<file path="config.mk">
export PLATFORM = sky130hd
export DESIGN_NAME = spdif_rate_tracker
export DESIGN_NICKNAME = d
export VERILOG_FILES = /design/src/rtl/spdif_rate_tracker.sv
export SDC_FILE = /design/constraint.sdc
export NUM_CORES = 1
export LEC_CHECK = 0
export CORE_MARGIN = 5
export CORE_UTILIZATION = 45
export CTS_CLUSTER_SIZE = 24
export DETAILED_ROUTE_END_ITERATION = 10
export GPL_TIMING_DRIVEN = 1
export PLACE_DENSITY = 0.71
export SYNTH_ARGS = -nofsm -noshare
export SYNTH_HDL_FRONTEND = slang
export SYNTH_SLANG_ARGS = --single-unit
</file>
<file path="constraint.sdc">
create_clock -name clk -period 1.88 [get_ports clk]
set_clock_uncertainty 0.2 [all_clocks]
set_input_delay 0.564 -clock clk [delete_from_list [all_inputs] [get_ports clk]]
set_output_delay 0.564 -clock clk [all_outputs]
set_load 0.02 [all_outputs]
</file>
<file path="src/rtl/spdif_rate_tracker.sv">
// spdif_rate_tracker: S/PDIF sample-rate acquisition controller.
// Define SPDIF_RATE_MEAS_EN for pulse-width estimation; default scans.
module spdif_rate_tracker #(
  parameter int NUM_RATE = 5,
  parameter int HALFBIT_W = 5,
  parameter logic [NUM_RATE*HALFBIT_W-1:0] HALFBIT_TABLE =
    {5'd4, 5'd8, 5'd16, 5'd18, 5'd24},
  parameter int TIMEOUT_LOG2 = 14,
  parameter int MEAS_LOG2 = 10
) (
  input  logic                 clk,
  input  logic                 rst,
  input  logic                 signal_i,
  input  logic                 locked_i,
  output logic [HALFBIT_W-1:0] clk_per_halfbit_o,
  output logic [NUM_RATE-1:0]  rate_o,
  output logic                 locked_o,
  output logic                 rst_o,
  output logic                 searching_o
);

  localparam int IW = (NUM_RATE > 1) ? $clog2(NUM_RATE) : 1;
  localparam logic [IW-1:0] TOP = IW'(NUM_RATE - 1);

`ifdef SPDIF_RATE_MEAS_EN
  typedef enum logic [1:0] {MEASURE, SELECT, TRY, LOCKED} state_t;
  localparam state_t START = MEASURE;
`else
  typedef enum logic [1:0] {TRY, LOCKED} state_t;
  localparam state_t START = TRY;
`endif

  state_t state, state_nx;
  logic [IW-1:0] idx, idx_nx, idx_dn;
  logic [HALFBIT_W-1:0] tbl [NUM_RATE];
  logic [TIMEOUT_LOG2-1:0] tcnt;
  logic tmo;

  for (genvar g = 0; g < NUM_RATE; g++) begin : g_tbl
    assign tbl[g] = HALFBIT_TABLE[g*HALFBIT_W +: HALFBIT_W];
  end

  assign idx_dn = (idx == '0) ? TOP : idx - IW'(1);
  assign tmo = &tcnt;

`ifdef SPDIF_RATE_MEAS_EN
  localparam int RW = HALFBIT_W + 1;
  localparam logic [RW-1:0] RSAT = '1;

  logic sig_q, tog, wend, better;
  logic [RW-1:0] rcnt, min_run, min_nx;
  logic [RW-1:0] ent, dist, bdist;
  logic [1:0] ntr, ntr_nx;
  logic [MEAS_LOG2-1:0] wcnt;
  logic [IW-1:0] si, best, best_nx;

  assign tog = signal_i ^ sig_q;
  assign wend = &wcnt;
  assign ntr_nx = (tog && ntr != 2'd2) ? ntr + 2'd1 : ntr;
  assign min_nx = (tog && ntr != 2'd0 && rcnt < min_run) ?
    rcnt : min_run;

  // line history and saturating cycles since last transition
  always_ff @(posedge clk) begin
    if (rst) begin
      sig_q <= 1'b0;
      rcnt <= RSAT;
    end else begin
      sig_q <= signal_i;
      if (tog) rcnt <= RW'(1);
      else if (rcnt != RSAT) rcnt <= rcnt + RW'(1);
    end
  end

  // window timer, transition count and shortest completed run
  always_ff @(posedge clk) begin
    if (rst || state == LOCKED) begin
      wcnt <= '0;
      ntr <= '0;
      min_run <= RSAT;
    end else if (state == MEASURE) begin
      wcnt <= wcnt + MEAS_LOG2'(1);
      ntr <= wend ? 2'd0 : ntr_nx;
      min_run <= (wend && ntr_nx != 2'd2) ? RSAT : min_nx;
    end
  end

  assign ent = {1'b0, tbl[si]};
  assign dist = (min_run >= ent) ? min_run - ent : ent - min_run;
  assign better = (si == '0) || (dist < bdist);
  assign best_nx = better ? si : best;

  // nearest table entry, one candidate per cycle, ties to low index
  always_ff @(posedge clk) begin
    if (rst || state != SELECT) begin
      si <= '0;
      best <= '0;
      bdist <= RSAT;
    end else begin
      si <= si + IW'(1);
      best <= best_nx;
      if (better) bdist <= dist;
    end
  end
`else
  logic unused_sig;
  assign unused_sig = signal_i;
  localparam int unused_meas = MEAS_LOG2;
`endif

  // state register
  always_ff @(posedge clk) begin
    if (rst) state <= START;
    else state <= state_nx;
  end

  // next state and next rate index
  always_comb begin
    state_nx = state;
    idx_nx = idx;
    unique case (state)
`ifdef SPDIF_RATE_MEAS_EN
      MEASURE: if (wend && ntr_nx == 2'd2) state_nx = SELECT;
      SELECT: begin
        if (si == TOP) begin
          state_nx = TRY;
          idx_nx = best_nx;
        end
      end
`endif
      TRY: begin
        if (locked_i) state_nx = LOCKED;
        else if (tmo) idx_nx = idx_dn;
      end
      LOCKED: begin
        if (!locked_i) begin
`ifdef SPDIF_RATE_MEAS_EN
          state_nx = MEASURE;
`else
          state_nx = TRY;
          idx_nx = idx_dn;
`endif
        end
      end
      default: state_nx = START;
    endcase
  end

  // rate index, registered table lookup and lock-entry pulse
  always_ff @(posedge clk) begin
    if (rst) begin
      idx <= TOP;
      clk_per_halfbit_o <= tbl[NUM_RATE-1];
      rst_o <= 1'b0;
    end else begin
      idx <= idx_nx;
      clk_per_halfbit_o <= tbl[idx];
      rst_o <= (state == TRY) && locked_i;
    end
  end

  // lock-attempt timer, restarts on TRY entry and after each step
  always_ff @(posedge clk) begin
    if (rst || state != TRY || locked_i || tmo) tcnt <= '0;
    else tcnt <= tcnt + TIMEOUT_LOG2'(1);
  end

  assign rate_o = NUM_RATE'(1) << idx;
  assign locked_o = (state == LOCKED);
  assign searching_o = (state != LOCKED);

endmodule
</file>
Yosys cells after proc, flatten, opt, wreduce, memory -nomap -nowiden
Memories as Yosys holds them, arrays and structs flattened. A register that Yosys moved wholly into a read port is not among the register bits. Cells that the tools add are included.

Flip-flop bits (word level): 20. Bits in read-only memories: 40. Bits of input ports: 4. Output and inout bits: 13. Logic and storage cells: 34. Memories kept: 1.

Memories: (name not given) (depth 8, bits a word 5, rd ports 1, clocked after Yosys merged registers in 1, wr ports 0, line 157) `clk_per_halfbit_o <= tbl[idx];`.

Add/sub/neg operators: 2. Equality and inequality tests: 6. Shift operators: 1. Mux-type cells: 8. Bitwise logic cells: 1. Reduce and logical (&&, ||, !) cells: 11.

Operators by type and width (count): $add 14x1->14 const B (1); $reduce_and 14->1 (1); $mux 3 (4); $ne 2x2->1 const B (4); $pmux 3 s2 (1); $shl 1x3->5 const A (1); $mux 2 (2); $not 3->4 (1); $pmux 2 s2 (1); $reduce_and 4->1 (1); $reduce_bool 2->1 (2); $logic_not 3->1 (1); $logic_or 1x1->1 (3); $sub 3x1->3 const B (1); $eq 2x1->1 const B (1); $logic_not 2->1 (1); $ne 2x1->1 const B (1); $reduce_and 2->1 (1); $logic_and 1x1->1 (1).

Longest topological paths before layout
Gate-level depths: netlist of the first run.

Depth in word-level cells: 5. Mapped depth: 6. Mapped depth without buffers: 6.

Worst setup path after synthesis of the first run
No wires, ideal clock.

Kind: flip-flop to flip-flop. From: reg tcnt[0]. To: reg idx[2]. Setup time: 0.120 ns. Arrival time: 1.582 ns. Data required time: 1.560 ns. Slack: -0.021 ns. Cell stages (with the launch flop): 6. Period minus slack after synthesis: 1.901 ns. Cell sequence: dfxtp_1 > ha_1 > nand4_2 > o41ai_4 > nand3_1 > a211o_1.

Word-level cells in the longest chain between the ends: 3.

RTL lines: start: declaration (line 36) `logic [TIMEOUT_LOG2-1:0] tcnt;`; start signal: assignment (line 165) `else tcnt <= tcnt + TIMEOUT_LOG2'(1);`; $reduce_and 14->1 (line 44) `assign tmo = &tcnt;`; $ne 2x2->1 (no source line); $reduce_and 4->1 (no source line); end signal: assignment (line 156) `idx <= idx_nx;`; end: declaration (line 34) `logic [IW-1:0] idx, idx_nx, idx_dn;`.

No other way between the ends. A chain may end at the register's enable or synchronous reset.

Worst setup path after layout of the first run
From: reg idx[1]. To: out rate_o[4].

Word-level cells in the longest chain between the ends: 1.

RTL lines: $shl 1x3->5 (line 168) `assign rate_o = NUM_RATE'(1) << idx;`; end: declaration (line 16) `output logic [NUM_RATE-1:0] rate_o,`.

No other way between the ends.

==> reports/metrics.cfg, run 1 <==
[timing]
post-route-min-period_ps=1995
final.period_utilization_pct=106.1
hold_viol=0
hold_ws_ps=316.9
slew_viol_final=0
rsz0062_at_grt=yes
fin_ws_ps=-115.0
setup_viol=5
timing.fmax_mhz=501.2

[setup_path]
crit_arrival_ps=1230
crit_fanout=4
reg2reg_slack_ps=10
r2r_cells=5
cp-start-kind=register
critPathLaunch=idx[1]$_SDFFE_PP0P_
r2r-start=tcnt[1]$_SDFF_PP0_
r2r_end=idx[2]$_SDFFE_PP1P_
cp.required_ps=1120
critical_path_class=register to primary output
end_kind=primary output
crit_path_end=rate_o[4]

[power_and_ir_drop]
power_density_nw_per_um2=989.6
pwr-share-clk_pct=14.2
p_int_mw=1.024
switchingPower_uw=554.6
combPwrFrac_pct=46.5
p_leak_nw=0.6637
power.share.sequential_pct=39.3
ir_drop_mv=1.029
swShare_pct=35.13

[logic_synthesis]
synth.ff_latch_count=23
synth-edff-count=0
synthesis.instances=121
ys_seq_area_share_pct=41.91
syn-mean-instance-area_um2=9.079
synthTopCellsByArea=dfxtp_1 42%, ha_1 10%, nor2_1 6.8%
ys_types=30
synth_async_sr_flop_share_pct=0
synth_most_common_cell=dfxtp_1
synth_fp_nets=134
ys.warnings.count=0
synth_area_leader_cell=dfxtp_1
synthDominantCellAreaShare_pct=41.91
syn_area_um2=1099
synth_ff_type=dfxtp_1
netlist_top_cells_count=23 x dfxtp_1, 20 x nor2_1, 9 x ha_1

[cts]
cts-root-buf=clkbuf_4
numClockSinks=23
numCtsBuffers=3
max-clock-path-buffers=2
clkSlewWorstSetupHoldPaths_ps=130
clock_latency_ps=300
cts_tree=built
ctsHoldBuffers=0
h-tree-depth=1

[placed_design]
gp_congestion=0.8179
dpl.hpwl_um=1628
io_buffers=14
dpl_cell_area_um2=1406
place_ws_ps=-379.9

[drt]
drcViolationCount=0
wl_per_cell_um=12.37
drtIter0Drc=24
num_vias=950
wirelength_um=2351
dr.pass1.iters=4
ant_nets=0
vias_per_cell=5.000

[global_routing]
grt_pass1_wl_um=3712
grt_overflow=0
grt_antenna_before_repair=0
grt_max_degree=14
grt_pass1_vias=913
grt_usage_pct=13.57

[outcome]
outcome=complete, but fails checks
violations=setup timing

[floorplanning]
die_h_um=59.41
fp-row-count=18
pin_count=17
die-area_um2=3530
core_um2=2410
fp.dieW_um=59.41
start_util_pct=45.59

[final_layout]
final_area_um2=1595
fill_cells=187
n_antenna_cell=0
syn_to_final_growth_pct=45.22
finish.utilization_pct=66.20
fin_nets=174
drive_gt1_share_pct=36.25

[worst_hold_path]
min_path_type=register to register

[job]
drv_cap=0

==> sequential cells by signal, indices dropped and copies added, names as in the netlist <==
signal and cells:
clk_per_halfbit_o 4, rst_o 1, idx 3, tcnt 14
state 1
==> critical path: stages (launching register included) <==
cell and delay (ps):
dfxtp_4 420, inv_4 60, ha_4 170, and2_4 160, buf_6 120
==> power groups by stage <==
| stage | combinational (mW) | sequential (mW) | clock, mW |
|---|---|---|---|
| floorplan | 0.271 | 0.620 | 0 |
| global placement | 0.584 | 0.587 | 0 |
| detailed placement | 0.591 | 0.591 | 0 |
| CTS | 0.636 | 0.598 | 0.238 |
| global route | 0.804 | 0.630 | 0.258 |
| finish | 0.734 | 0.620 | 0.225 |
==> cells in the final DEF (no fill, tap or decap), types with 3 or more instances in the layout <==
master          n
buf_6           8
nand2_1         5
xnor2_1         7
dlygate4sd2_1   6
or3_1           3
xor2_1          4
nand3_1         7
inv_1           5
clkbuf_4        3
buf_4          20
nor2b_4         4
ha_4            5
a21oi_1         5
nor3_1          4
dfxtp_2         4
dfxtp_1        17
ha_1            4
nor2_1         19
==> worst min path at each step <==
stage,from,end,slack (ps),depth (start not counted)
after CTS,tcnt[13]$_SDFF_PP0_,tcnt[13]$_SDFF_PP0_,320,2
after global placement,tcnt[13]$_SDFF_PP0_,tcnt[13]$_SDFF_PP0_,290,2
after global routing,tcnt[8]$_SDFF_PP0_,tcnt[8]$_SDFF_PP0_,360,2
after floorplan,tcnt[0]$_SDFF_PP0_,tcnt[0]$_SDFF_PP0_,230,1
after detailed placement,tcnt[13]$_SDFF_PP0_,tcnt[13]$_SDFF_PP0_,300,2
final,tcnt[13]$_SDFF_PP0_,tcnt[13]$_SDFF_PP0_,320,2
==> cells by family (layout without fill, tap and decap cells) <==
kind of cell	Yosys count	count (layout)	share of synthesized area, %
compound gates	12	12	8.884
buf+inv	9	48	3.531
flops	23	23	41.91
other cells	1	1	0.3414
xor+xnor	11	11	8.770
fa+ha+maj	9	9	10.25
simple gates	56	56	26.31
==> stage by stage <==
stage / setup TNS (ps) / std cells / total power [mW]
after floorplan: 0 / 121 / 0.8907
after global placement: -3852 / 182 / 1.171
after CTS: -611.6 / 187 / 1.471
after global routing: -908.2 / 190 / 1.691
after detailed placement: -4360 / 182 / 1.183
final: -466.5 / 190 / 1.579
==> what timing repair did <==
action,CTS,global route
setup buffers,1,3
endpoints found under the setup margin,13,8
gates resized for setup,49,23
pin swaps,2,8
==> final cells by class <==
type	instances	area [um^2]	area share, %
Multi-Input combinational cell	89	705.7	44.24
Inverter	7	28.78	1.804
Clock buffer	3	22.52	1.412
Sequential cell	23	473.0	29.65
Tap cell	30	37.54	2.353
Clock inverter	1	5.005	0.3137
Timing Repair Buffer	37	322.8	20.24
==> per-layer routing <==
metal / part of all wire, % / wire [um] / up-vias / global-route usage [%]
met5: 0 / 0 / - / 0
met4: 2.4 / 57 / 0 / 4.531
met3: 4.5 / 105 / 6 / 4.357
met2: 51 / 1196 / 16 / 23.71
met1: 42 / 991 / 447 / 15.38
li1: - / - / 481 / -
Power figures use the tool's default switching activity.
==> run 2: changes to the inputs <==
--- a/config.mk
+++ b/config.mk
@@ -5,8 +5,10 @@
 export SDC_FILE = /design/constraint.sdc
 export NUM_CORES = 1
 export LEC_CHECK = 0
+export CAP_MARGIN = 30
 export CORE_MARGIN = 5
 export CORE_UTILIZATION = 45
+export CTS_CLUSTER_DIAMETER = 200
 export CTS_CLUSTER_SIZE = 24
 export DETAILED_ROUTE_END_ITERATION = 10
 export GPL_TIMING_DRIVEN = 1
==> results of run 2 <==
No change in the layout: final DEF, timing and power equal those of run 1.
